--- config.mk ---
export PLATFORM = sky130hd
export DESIGN_NAME = axi_lite_master
export DESIGN_NICKNAME = d
export VERILOG_FILES = /design/src/rtl/axi_lite_pkg.sv /design/src/rtl/axi_lite_master.sv
export SDC_FILE = /design/constraint.sdc
export NUM_CORES = 1
export LEC_CHECK = 0
export BUFFER_PORTS_ARGS = -buffer_cell sky130_fd_sc_hd__buf_2
export CAP_MARGIN = 10
export CORE_AREA = 10 10 120 122
export DETAILED_ROUTE_END_ITERATION = 10
export DIE_AREA = 0 0 130 132
export SLEW_MARGIN = 5
export SYNTH_ARGS = -nofsm -noshare
export SYNTH_HDL_FRONTEND = slang
export SYNTH_SLANG_ARGS = --single-unit
--- constraint.sdc ---
create_clock -name m_axi_lite_aclk -period 2.4 [get_ports m_axi_lite_aclk]
set_clock_uncertainty 0.2 [all_clocks]
set_input_delay 0.12 -clock m_axi_lite_aclk [delete_from_list [all_inputs] [get_ports m_axi_lite_aclk]]
set_output_delay 0.12 -clock m_axi_lite_aclk [all_outputs]
set_load 0.05 [all_outputs]
--- src/rtl/axi_lite_pkg.sv ---
`default_nettype none
// ============================================================================
// Module      : axi_lite_pkg
// Description : Shared AXI-Lite definitions: response codes, write-strobe
//               constant and the state encoding of the AXI-Lite initiator.
// Revision    : 1.0 - initial release
// ============================================================================
package axi_lite_pkg;

    // AXI response codes (BRESP / RRESP)
    localparam logic [1:0] AXI_OK     = 2'b00;
    localparam logic [1:0] AXI_EXOKAY = 2'b01;
    localparam logic [1:0] AXI_SLVERR = 2'b10;
    localparam logic [1:0] AXI_DECERR = 2'b11;

    // Full-word writes only
    localparam logic [3:0] WSTRB_ALL  = 4'hF;

    // Initiator state encoding
    localparam int unsigned STATE_W   = 3;
    localparam logic [STATE_W-1:0] ST_IDLE    = 3'd0;
    localparam logic [STATE_W-1:0] ST_WR_REQ  = 3'd1;
    localparam logic [STATE_W-1:0] ST_WR_RESP = 3'd2;
    localparam logic [STATE_W-1:0] ST_RD_REQ  = 3'd3;
    localparam logic [STATE_W-1:0] ST_RD_DATA = 3'd4;
    localparam logic [STATE_W-1:0] ST_RSP     = 3'd5;

endpackage : axi_lite_pkg
`default_nettype wire

--- src/rtl/axi_lite_master.sv ---
`default_nettype none
// ============================================================================
// Module      : axi_lite_master
// Description : Single-outstanding AXI-Lite initiator. Converts a simple
//               command (write/read, address, data) into one AXI-Lite
//               transaction and returns the slave's response.
//               Ports:
//                 m_axi_lite_aclk / axi_resetn : clock, async active-low reset
//                 cmd_*   : command input  (valid/ready handshake)
//                 rsp_*   : response output (valid/ready handshake)
//                 m_axi_lite_* : AXI-Lite master port (AW, W, B, AR, R)
//               Every output is driven straight from a flop.
// Revision    : 1.0 - initial release
// ============================================================================
module axi_lite_master
    import axi_lite_pkg::*;
#(
    parameter int AXI_LITE_ADDR_WIDTH = 8
) (
    input  logic                           m_axi_lite_aclk,
    input  logic                           axi_resetn,
    // command channel
    input  logic                           cmd_valid,
    output logic                           cmd_ready,
    input  logic                           cmd_write,
    input  logic [AXI_LITE_ADDR_WIDTH-1:0] cmd_addr,
    input  logic [31:0]                    cmd_wdata,
    // response channel
    output logic                           rsp_valid,
    input  logic                           rsp_ready,
    output logic                           rsp_write,
    output logic [31:0]                    rsp_rdata,
    output logic [1:0]                     rsp_resp,
    // AXI-Lite write address
    output logic [AXI_LITE_ADDR_WIDTH-1:0] m_axi_lite_awaddr,
    output logic                           m_axi_lite_awvalid,
    input  logic                           m_axi_lite_awready,
    // AXI-Lite write data
    output logic [31:0]                    m_axi_lite_wdata,
    output logic [3:0]                     m_axi_lite_wstrb,
    output logic                           m_axi_lite_wvalid,
    input  logic                           m_axi_lite_wready,
    // AXI-Lite write response
    input  logic [1:0]                     m_axi_lite_bresp,
    input  logic                           m_axi_lite_bvalid,
    output logic                           m_axi_lite_bready,
    // AXI-Lite read address
    output logic [AXI_LITE_ADDR_WIDTH-1:0] m_axi_lite_araddr,
    output logic                           m_axi_lite_arvalid,
    input  logic                           m_axi_lite_arready,
    // AXI-Lite read data
    input  logic [31:0]                    m_axi_lite_rdata,
    input  logic [1:0]                     m_axi_lite_rresp,
    input  logic                           m_axi_lite_rvalid,
    output logic                           m_axi_lite_rready
);

    // ------------------------------------------------------------------------
    // Registered state and outputs
    // ------------------------------------------------------------------------
    logic [STATE_W-1:0]             r_state;
    logic                           r_cmd_ready;
    logic                           r_rsp_valid;
    logic                           r_rsp_write;
    logic [31:0]                    r_rsp_rdata;
    logic [1:0]                     r_rsp_resp;
    logic [AXI_LITE_ADDR_WIDTH-1:0] r_awaddr;
    logic                           r_awvalid;
    logic [31:0]                    r_wdata;
    logic                           r_wvalid;
    logic                           r_bready;
    logic [AXI_LITE_ADDR_WIDTH-1:0] r_araddr;
    logic                           r_arvalid;
    logic                           r_rready;
    logic                           r_aw_done;
    logic                           r_w_done;

    // ------------------------------------------------------------------------
    // Handshake decode. The "done" wires fold in a handshake happening this
    // cycle so WR_RESP is entered in the cycle right after the later of the
    // two request handshakes, not one cycle later.
    // ------------------------------------------------------------------------
    logic w_cmd_hs;
    logic w_aw_hs;
    logic w_w_hs;
    logic w_aw_done;
    logic w_w_done;

    assign w_cmd_hs  = cmd_valid & r_cmd_ready;
    assign w_aw_hs   = r_awvalid & m_axi_lite_awready;
    assign w_w_hs    = r_wvalid  & m_axi_lite_wready;
    assign w_aw_done = r_aw_done | w_aw_hs;
    assign w_w_done  = r_w_done  | w_w_hs;

    // ------------------------------------------------------------------------
    // FSM with holding registers
    // ------------------------------------------------------------------------
    always_ff @(posedge m_axi_lite_aclk or negedge axi_resetn) begin
        if (!axi_resetn) begin
            r_state     <= ST_IDLE;
            r_cmd_ready <= 1'b0;
            r_rsp_valid <= 1'b0;
            r_rsp_write <= 1'b0;
            r_rsp_rdata <= '0;
            r_rsp_resp  <= AXI_OK;
            r_awaddr    <= '0;
            r_awvalid   <= 1'b0;
            r_wdata     <= '0;
            r_wvalid    <= 1'b0;
            r_bready    <= 1'b0;
            r_araddr    <= '0;
            r_arvalid   <= 1'b0;
            r_rready    <= 1'b0;
            r_aw_done   <= 1'b0;
            r_w_done    <= 1'b0;
        end else begin
            case (r_state)
                ST_IDLE: begin
                    // cmd_ready comes up one cycle after reset release and
                    // after every response handshake.
                    r_cmd_ready <= 1'b1;
                    if (w_cmd_hs) begin
                        r_cmd_ready <= 1'b0;
                        if (cmd_write) begin
                            r_awaddr  <= cmd_addr;
                            r_wdata   <= cmd_wdata;
                            r_awvalid <= 1'b1;
                            r_wvalid  <= 1'b1;
                            r_aw_done <= 1'b0;
                            r_w_done  <= 1'b0;
                            r_state   <= ST_WR_REQ;
                        end else begin
                            r_araddr  <= cmd_addr;
                            r_arvalid <= 1'b1;
                            r_state   <= ST_RD_REQ;
                        end
                    end
                end

                ST_WR_REQ: begin
                    // AW and W complete independently, in any order
                    if (w_aw_hs) begin
                        r_awvalid <= 1'b0;
                    end
                    if (w_w_hs) begin
                        r_wvalid <= 1'b0;
                    end
                    if (w_aw_done && w_w_done) begin
                        r_aw_done <= 1'b0;
                        r_w_done  <= 1'b0;
                        r_bready  <= 1'b1;
                        r_state   <= ST_WR_RESP;
                    end else begin
                        r_aw_done <= w_aw_done;
                        r_w_done  <= w_w_done;
                    end
                end

                ST_WR_RESP: begin
                    // bready is high throughout this state
                    if (m_axi_lite_bvalid) begin
                        r_bready    <= 1'b0;
                        r_rsp_resp  <= m_axi_lite_bresp;
                        r_rsp_rdata <= '0;
                        r_rsp_write <= 1'b1;
                        r_rsp_valid <= 1'b1;
                        r_state     <= ST_RSP;
                    end
                end

                ST_RD_REQ: begin
                    if (m_axi_lite_arready) begin
                        r_arvalid <= 1'b0;
                        r_rready  <= 1'b1;
                        r_state   <= ST_RD_DATA;
                    end
                end

                ST_RD_DATA: begin
                    // rready is high throughout this state
                    if (m_axi_lite_rvalid) begin
                        r_rready    <= 1'b0;
                        r_rsp_rdata <= m_axi_lite_rdata;
                        r_rsp_resp  <= m_axi_lite_rresp;
                        r_rsp_write <= 1'b0;
                        r_rsp_valid <= 1'b1;
                        r_state     <= ST_RSP;
                    end
                end

                ST_RSP: begin
                    if (rsp_ready) begin
                        r_rsp_valid <= 1'b0;
                        r_cmd_ready <= 1'b1;
                        r_state     <= ST_IDLE;
                    end
                end

                default: begin
                    // Unreachable encoding: drop every handshake and restart
                    r_state     <= ST_IDLE;
                    r_cmd_ready <= 1'b0;
                    r_rsp_valid <= 1'b0;
                    r_awvalid   <= 1'b0;
                    r_wvalid    <= 1'b0;
                    r_bready    <= 1'b0;
                    r_arvalid   <= 1'b0;
                    r_rready    <= 1'b0;
                    r_aw_done   <= 1'b0;
                    r_w_done    <= 1'b0;
                end
            endcase
        end
    end

    // ------------------------------------------------------------------------
    // Output mapping
    // ------------------------------------------------------------------------
    assign cmd_ready          = r_cmd_ready;
    assign rsp_valid          = r_rsp_valid;
    assign rsp_write          = r_rsp_write;
    assign rsp_rdata          = r_rsp_rdata;
    assign rsp_resp           = r_rsp_resp;
    assign m_axi_lite_awaddr  = r_awaddr;
    assign m_axi_lite_awvalid = r_awvalid;
    assign m_axi_lite_wdata   = r_wdata;
    assign m_axi_lite_wstrb   = WSTRB_ALL;
    assign m_axi_lite_wvalid  = r_wvalid;
    assign m_axi_lite_bready  = r_bready;
    assign m_axi_lite_araddr  = r_araddr;
    assign m_axi_lite_arvalid = r_arvalid;
    assign m_axi_lite_rready  = r_rready;

endmodule : axi_lite_master
`default_nettype wire

==> summary.txt, run 1 <==
YOSYS
--------------------------------------------------------------------------------------
Post-synth ARST share                                                             100%
Mean cell area of the mapped netlist                                          12.0 um2
Portion of the post-synthesis area used by sequential elements                   58.1%
Synthesized netlist cell count                                                     340
Count of flip-flops with a built-in enable after synthesis                           0
Count of unique library cells instantiated by Yosys                                 32
Most used flip-flop cell after synthesis                                  sky130_fd_sc_hd__dfrtp_1
Netlist area before placement                                              0.00409 mm2
Register bit count reported by yosys                                                95
Yosys warning count                                                                  0

STA
--------------------------------------------------------------------------------------
Min Clock Period, post-route                                                   2.27 ns
Final clock period utilization by the worst path                                 94.5%
Final hold viol count                                                                0
Setup repair after global routing missed its margin                              false
Final setup vio count                                                                0
Max frequency                                                                  441 MHz
Final slew viol count                                                                0
Fin Setup TNS                                                                     0 ns

FLOORPLANNING
--------------------------------------------------------------------------------------
Horiz. Die Dim                                                                  130 um
Die Footprint                                                               0.0172 mm2
Starting density of the core                                                     34.3%
Site row count                                                                      40
I/O pin total                                                                      180
Core box area                                                               0.0119 mm2
Height of the chip                                                              132 um

WORST SETUP PATH
--------------------------------------------------------------------------------------
Critical Path Max Stage Delay                                                  0.55 ns
Cell Chain, Critical Path                                                 buf_4 > or2_2 > o21ai_2 > a31oi_1 > a21oi_1 > dlygate4sd3_1
Critical path type                                                        flop to flop
Highest net fanout along the worst path                                             17
Setup slack of the most critical reg-to-reg path                               0.13 ns
Worst Path Required                                                            2.48 ns
Critical-path top delay cell                                              sky130_fd_sc_hd__dlygate4sd3_1
Kind of cell adding the most delay to the critical path                   buffers and inverters
Sort of element at the end of the critical path                                   flop
Arrival time reported for the critical path endpoint                           2.35 ns
Type of origin of the critical path                                               flop
Critical path buffers and inverters                                                  2

CLOCK NETWORK
--------------------------------------------------------------------------------------
Clock slew at the register clock pins of the worst setup and hold paths        0.07 ns
Post-CTS Setup Bufs                                                                  0
Buffer levels on the longest clock path                                              2
Clk Latency, worst-skew pair                                                   0.34 ns
Number of gates given a new drive strength after cts                                 0
Post-CTS Hold Buffers                                                               84
Deepest level of the CTS H-tree                                                      3
TritonCTS Sinks                                                                     95
Clock tree from TritonCTS                                                         done
Number of buffers added by the clock tree synthesis step                             9
Cell at the root of the clock tree                                        sky130_fd_sc_hd__clkbuf_16

PLACE
--------------------------------------------------------------------------------------
Detailed Place HPWL                                                            8.29 mm
DP Area                                                                    0.00511 mm2
Number of port buffers                                                             175
Final estimated routing congestion in global placement                           0.837

STATUS
--------------------------------------------------------------------------------------
Run status                                                                complete, no violations

GLOBAL ROUTING
--------------------------------------------------------------------------------------
Maximum number of pins on one net before global-route repair                        69
Antenna violations before repair                                                     1
First-pass GRT wire length                                                     20.3 mm
Global Route Usage Sum                                                           14.7%
Total gr overflow                                                                    0
Vias in the first global route                                                    3865

POWER AND IR DROP
--------------------------------------------------------------------------------------
Overall power of the completed layout                                          9.17 mW
Worst IR Drop VDD                                                             0.698 mV
Leakage power figure                                                           3.21 nW
Power density normalized to cell area                                      1460 mW/mm2

CELLS AND AREA
--------------------------------------------------------------------------------------
Total area of multi-input combinational cells                              0.00156 mm2
Final-layout fill cell count                                                      1038
Relative area change from synthesis to final layout                              53.5%
Layout cell share with drive strength beyond 1                                   42.5%
Total non-filler cell area in the finished layout                          0.00628 mm2
Area taken by flip-flops and latches                                       0.00238 mm2
Net count, final                                                                   683

ROUTE
--------------------------------------------------------------------------------------
Per-cell routed wire length                                                    16.4 um
1st-pass router iterations                                                           6
Detailed-route wire length                                                     12.3 mm
DRT antenna net count                                                                0
Number of DRC violations after detailed-routing iteration 0                        193
Routed vias                                                                       3505
Vias per Instance                                                                 4.67
DRC errors left                                                                      0

JOB
--------------------------------------------------------------------------------------
# Max-Cap Violations                                                                 0

MIN PATH
--------------------------------------------------------------------------------------
Worst hold path class                                                     input port to async pin

## synth_stat cells, drive strengths merged, types with 2 or more instances
master	number	area, um2
o21ai	42	218
mux2	50	713
mux2i	2	20.0
nor2	8	32.5
nand2	75	284
nor3	2	10.0
clkbuf	5	18.8
inv	3	11.3
a22o	2	17.5
and3b	3	26.3
nor2b	3	18.8
nand3	3	15.0
a31oi	4	25.0
a21oi	13	65.1
a32o	2	20.0
dfrtp	95	2380
buf	20	144
## final cells by class
class,count,share of cell area (%)
clock buffers,9,3.59
inverters,3,0.179
multi-input cells,220,24.8
well taps,147,2.93
diodes,1,0.0398
clock inverters,7,1.55
flip-flops and latches,95,37.9
repair buffers,268,29.0
## sequential cells by signal, summed over array words and instances (netlist names), 2 cells and up
name and cells:
m_axi_lite_wdata 32, rsp_rdata 32, m_axi_lite_araddr 8, m_axi_lite_awaddr 8, r_state 3, rsp_resp 2
## metal layers
layer | wire (um) | share of wire, % | global-route usage (%) | up-vias
met4 | 176 | 1.4 | 5.44 | 0
met1 | 5080 | 41 | 17.1 | 1697
li1 | - | - | - | 1663
met5 | 0 | 0 | 0 | -
met3 | 1150 | 9.4 | 5.47 | 12
met2 | 5910 | 48 | 23.9 | 133
## stage by stage
step                worst slack, ns  util [%]  hold WS (ns)  cells
floorplan                     0.320         -        -0.376    343
global placement              0.484      42.9        -0.112    649
detailed placement            0.434      42.9        -0.115    649
CTS                           0.132      52.7        0.0532    749
global route                 0.0140      52.7        0.0810    750
finish                        0.131      52.7        0.0558    750
## power breakdown
group / internal (mW) / switching (mW) / leakage (nW)
Sequential: 2.28 / 0.407 / 1.22
Combinational: 1.48 / 3.45 / 1.84
Clock: 0.915 / 0.630 / 0.152
Total: 4.68 / 4.49 / 3.21
## layout by cell type, fill, tap and decap left out, types with 7 or more instances in the layout
master | Yosys | layout
sky130_fd_sc_hd__nor2_1 | 7 | 7
sky130_fd_sc_hd__mux2_2 | 10 | 10
sky130_fd_sc_hd__buf_2 | 10 | 174
sky130_fd_sc_hd__buf_4 | 5 | 7
sky130_fd_sc_hd__nand2_1 | 74 | 74
sky130_fd_sc_hd__mux2_4 | 40 | 40
sky130_fd_sc_hd__clkbuf_16 | 0 | 9
sky130_fd_sc_hd__dlygate4sd3_1 | 0 | 84
sky130_fd_sc_hd__a21oi_1 | 13 | 13
sky130_fd_sc_hd__dfrtp_1 | 95 | 95
sky130_fd_sc_hd__o21ai_0 | 34 | 34
## final timing paths
check                                              from                               end  depth (start not counted)
max                              r_state[1]$_DFFE_PN0P_             r_aw_done$_DFFE_PN0P_                          6
min                                          axi_resetn   m_axi_lite_wdata[0]$_DFFE_PN0P_                          2
max reg2reg                      r_state[1]$_DFFE_PN0P_             r_aw_done$_DFFE_PN0P_                          6
min reg2reg                   rsp_rdata[17]$_DFFE_PN0P_         rsp_rdata[17]$_DFFE_PN0P_                          2
max in group asynchronous                    axi_resetn  m_axi_lite_awaddr[1]$_DFFE_PN0P_                          3
min in group m_axi_lite_aclk          m_axi_lite_rvalid             rsp_valid$_DFFE_PN0P_                          5
## kinds of logic (layout without fill, tap and decap cells)
| logic type | Yosys count | in the layout | synth area share [%] |
|---|---|---|---|
| AND/OR/NAND/NOR | 97 | 97 | 10.3 |
| flip-flops | 95 | 95 | 58.1 |
| AO/OA/AOI/OAI | 67 | 67 | 9.33 |
| multiplexers | 52 | 52 | 17.9 |
| buffers and inverters | 28 | 287 | 4.25 |
| other | 1 | 5 | 0.0917 |
No activity file was read; power rests on OpenSTA's default activity.
==> run 2: changes to the inputs <==
--- a/config.mk
+++ b/config.mk
@@ -7,9 +7,9 @@
 export LEC_CHECK = 0
 export BUFFER_PORTS_ARGS = -buffer_cell sky130_fd_sc_hd__buf_2
 export CAP_MARGIN = 10
-export CORE_AREA = 10 10 120 122
+export CORE_AREA = 2 2 112 114
 export DETAILED_ROUTE_END_ITERATION = 10
-export DIE_AREA = 0 0 130 132
+export DIE_AREA = 0 0 114 116
 export SLEW_MARGIN = 5
 export SYNTH_ARGS = -nofsm -noshare
 export SYNTH_HDL_FRONTEND = slang
==> run 2 against run 1 <==
  * Die area down 23%
  * Utilization down 0.32 points
  * Clock power down 10%
  * Via count down 2.8%
  * Non-clock buffer count unchanged
  * Fmax up 1.3%
  * Cell count down 0.13%
  * Critical path type unchanged
  * Global-route usage up 1.4 points
  * Wire length down 13%
  * Sequential share of layout area up 0.25 points
  * Critical path depth unchanged
==> summary.txt, run 2 (synthesis results as in run 1) <==
STATUS
--------------------------------------------------------------------------------------
Run status                                                                complete, no violations

CELLS AND AREA
--------------------------------------------------------------------------------------
Net count, final                                                                   683   unchanged
Commonest cells after routing, fill and taps aside                        sky130_fd_sc_hd__buf_2 (174), sky130_fd_sc_hd__dfrtp_1 (94), sky130_fd_sc_hd__dlygate4sd3_1 (84)
Antenna diode count                                                                  0   -1
Relative area change from synthesis to final layout                              52.6%
Layout Cells excl Fill                                                             749   -0.13%
Final core utilization                                                           52.4%   -0.32 points
Layout cell share with drive strength beyond 1                                   42.7%   +0.17 points
Leading cell type in the layout, fill and taps excluded                   sky130_fd_sc_hd__buf_2

ROUTE
--------------------------------------------------------------------------------------
Detailed-route wire length                                                     10.7 mm   -13%
Per-cell routed wire length                                                    14.3 um   -13%
Routed vias                                                                       3408   -2.8%
Number of DRC violations after detailed-routing iteration 0                        176   -8.8%
Vias per Instance                                                                 4.55   -2.6%
DRT antenna net count                                                                0   unchanged
DRC errors left                                                                      0   unchanged
1st-pass router iterations                                                           4   -2

POWER AND IR DROP
--------------------------------------------------------------------------------------
Leakage power figure                                                           3.20 nW   -0.33%
Power density normalized to cell area                                      1440 mW/mm2   -1.7%
Worst IR Drop VDD                                                             0.615 mV   -12%
Overall power of the completed layout                                          8.96 mW   -2.3%

FLOORPLANNING
--------------------------------------------------------------------------------------
I/O pin total                                                                      180   unchanged
Height of the chip                                                              116 um   -12%
Site row count                                                                      40   unchanged
Core box area                                                               0.0119 mm2   unchanged
Die Footprint                                                               0.0132 mm2   -23%
Starting density of the core                                                     34.3%   unchanged
Horiz. Die Dim                                                                  114 um   -12%

WORST SETUP PATH
--------------------------------------------------------------------------------------
Cell Chain, Critical Path                                                 nand2b_1 > nor2_2 > buf_4 > mux2i_1 > dlygate4sd3_1 > o21ai_0
Arrival time reported for the critical path endpoint                           2.25 ns   -0.10 ns
Worst Path Required                                                            2.41 ns   -0.07 ns
Sort of element at the end of the critical path                                   flop
Type of origin of the critical path                                               flop
Critical path type                                                        flop to flop
Highest net fanout along the worst path                                             16   -1
Setup slack of the most critical reg-to-reg path                               0.16 ns   +0.03 ns
Critical-path top delay cell                                              sky130_fd_sc_hd__dlygate4sd3_1
Kind of cell adding the most delay to the critical path                   buffers and inverters
Critical Path Max Stage Delay                                                  0.56 ns   about the same
Critical path buffers and inverters                                                  2   unchanged

STA
--------------------------------------------------------------------------------------
Fin Setup TNS                                                                     0 ns   unchanged
Min Clock Period, post-route                                                   2.24 ns   -0.0292 ns
Final setup vio count                                                                0   unchanged
Worst Max-Slew Pin Slew                                                       0.509 ns
Final clock period utilization by the worst path                                 93.3%   -1.2 points
Final hold viol count                                                                0   unchanged
Final WS setup                                                                0.160 ns   +0.0292 ns
Setup repair after global routing missed its margin                              false
Final slew viol count                                                                0   unchanged
Worst rel slew slack                                                             66.0%
Max frequency                                                                  446 MHz   +1.3%

MIN PATH
--------------------------------------------------------------------------------------
Worst hold path class                                                     input port to flop

CLOCK NETWORK
--------------------------------------------------------------------------------------
Number of buffers added by the clock tree synthesis step                             9   unchanged
TritonCTS Sinks                                                                     95   unchanged
Clock tree from TritonCTS                                                         done
Cell at the root of the clock tree                                        sky130_fd_sc_hd__clkbuf_16
Deepest level of the CTS H-tree                                                      3   unchanged
Post-CTS Setup Bufs                                                                  0   unchanged
Clk Latency, worst-skew pair                                                   0.34 ns   about the same
Buffer levels on the longest clock path                                              2   unchanged
Clock slew at the register clock pins of the worst setup and hold paths        0.07 ns   about the same

GLOBAL ROUTING
--------------------------------------------------------------------------------------
First-pass GRT wire length                                                     16.9 mm   -17%
Global Route Usage Sum                                                           16.1%   +1.4 points
Maximum number of pins on one net before global-route repair                        69   unchanged
Antenna violations before repair                                                     0   -1
Total gr overflow                                                                    0   unchanged
Vias in the first global route                                                    3498   -9.5%

PLACE
--------------------------------------------------------------------------------------
Final estimated routing congestion in global placement                           0.843   +0.82%
Number of port buffers                                                             175   unchanged
Worst-case setup slack after placement                                        0.397 ns   -0.0365 ns
Placed instance count                                                              649   unchanged
Detailed Place HPWL                                                            6.75 mm   -19%

JOB
--------------------------------------------------------------------------------------
# Max-Cap Violations                                                                 0   unchanged

-- run 2: what timing repair did --
item                                    4_1_cts  5_1_grt
resized for setup                             0        1
endpoints found under the setup margin        0        2
hold endpoints to repair                    129        0
hold buffers                                 84        0
-- run 2: worst paths after layout --
kind	from	cells past startpoint	to
worst min register to register	rsp_rdata[8]$_DFFE_PN0P_	2	rsp_rdata[8]$_DFFE_PN0P_
max in group asynchronous	axi_resetn	3	r_state[0]$_DFFE_PN0P_
worst max register to register	r_state[0]$_DFFE_PN0P_	6	rsp_resp[0]$_DFFE_PN0P_
worst max-delay path	r_state[0]$_DFFE_PN0P_	6	rsp_resp[0]$_DFFE_PN0P_
min in group asynchronous	axi_resetn	2	m_axi_lite_wdata[10]$_DFFE_PN0P_
worst min-delay path	m_axi_lite_rvalid	5	rsp_write$_DFFE_PN0P_
-- run 2: where the power goes --
part | switching, mW | internal [mW] | total (mW)
sequential | 0.431 | 2.29 | 2.72
combinational | 3.37 | 1.49 | 4.86
clock | 0.657 | 0.723 | 1.38
-- run 2: metal layers --
metal | wire length (um) | track usage (%) | part of all wire (%) | vias to the layer above
li1 | - | - | - | 1666
met1 | 4820 | 20.4 | 45 | 1610
met2 | 5120 | 26.9 | 48 | 117
met3 | 574 | 3.45 | 5.4 | 15
met4 | 194 | 6.83 | 1.8 | 0
met5 | 0 | 0 | 0 | -
-- run 2: worst min-delay path, stage by stage --
cell,delay (ns)
sky130_fd_sc_hd__buf_2,0.12
sky130_fd_sc_hd__nor2b_1,0.15
sky130_fd_sc_hd__nand2_1,0.07
sky130_fd_sc_hd__a21oi_1,0.06
sky130_fd_sc_hd__nor2_1,0.08
-- run 2: layout make-up --
type                       instances  area, um2
inverter                           3       11.3
tap                              147        184
multi-input combinational        220       1560
fill                            1016       5670
clock inverter                     7       61.3
clock buffer                       9        225
sequential                        95       2380
timing repair buffer             268       1820
-- run 2: per-stage QoR --
stage	hold slack (ns)	cell area (um2)
finish	0.0999	6240
global route	0.114	6240
CTS	0.0647	6240
detailed placement	-0.0691	5110
global placement	-0.0756	5110
floorplan	-0.376	4100
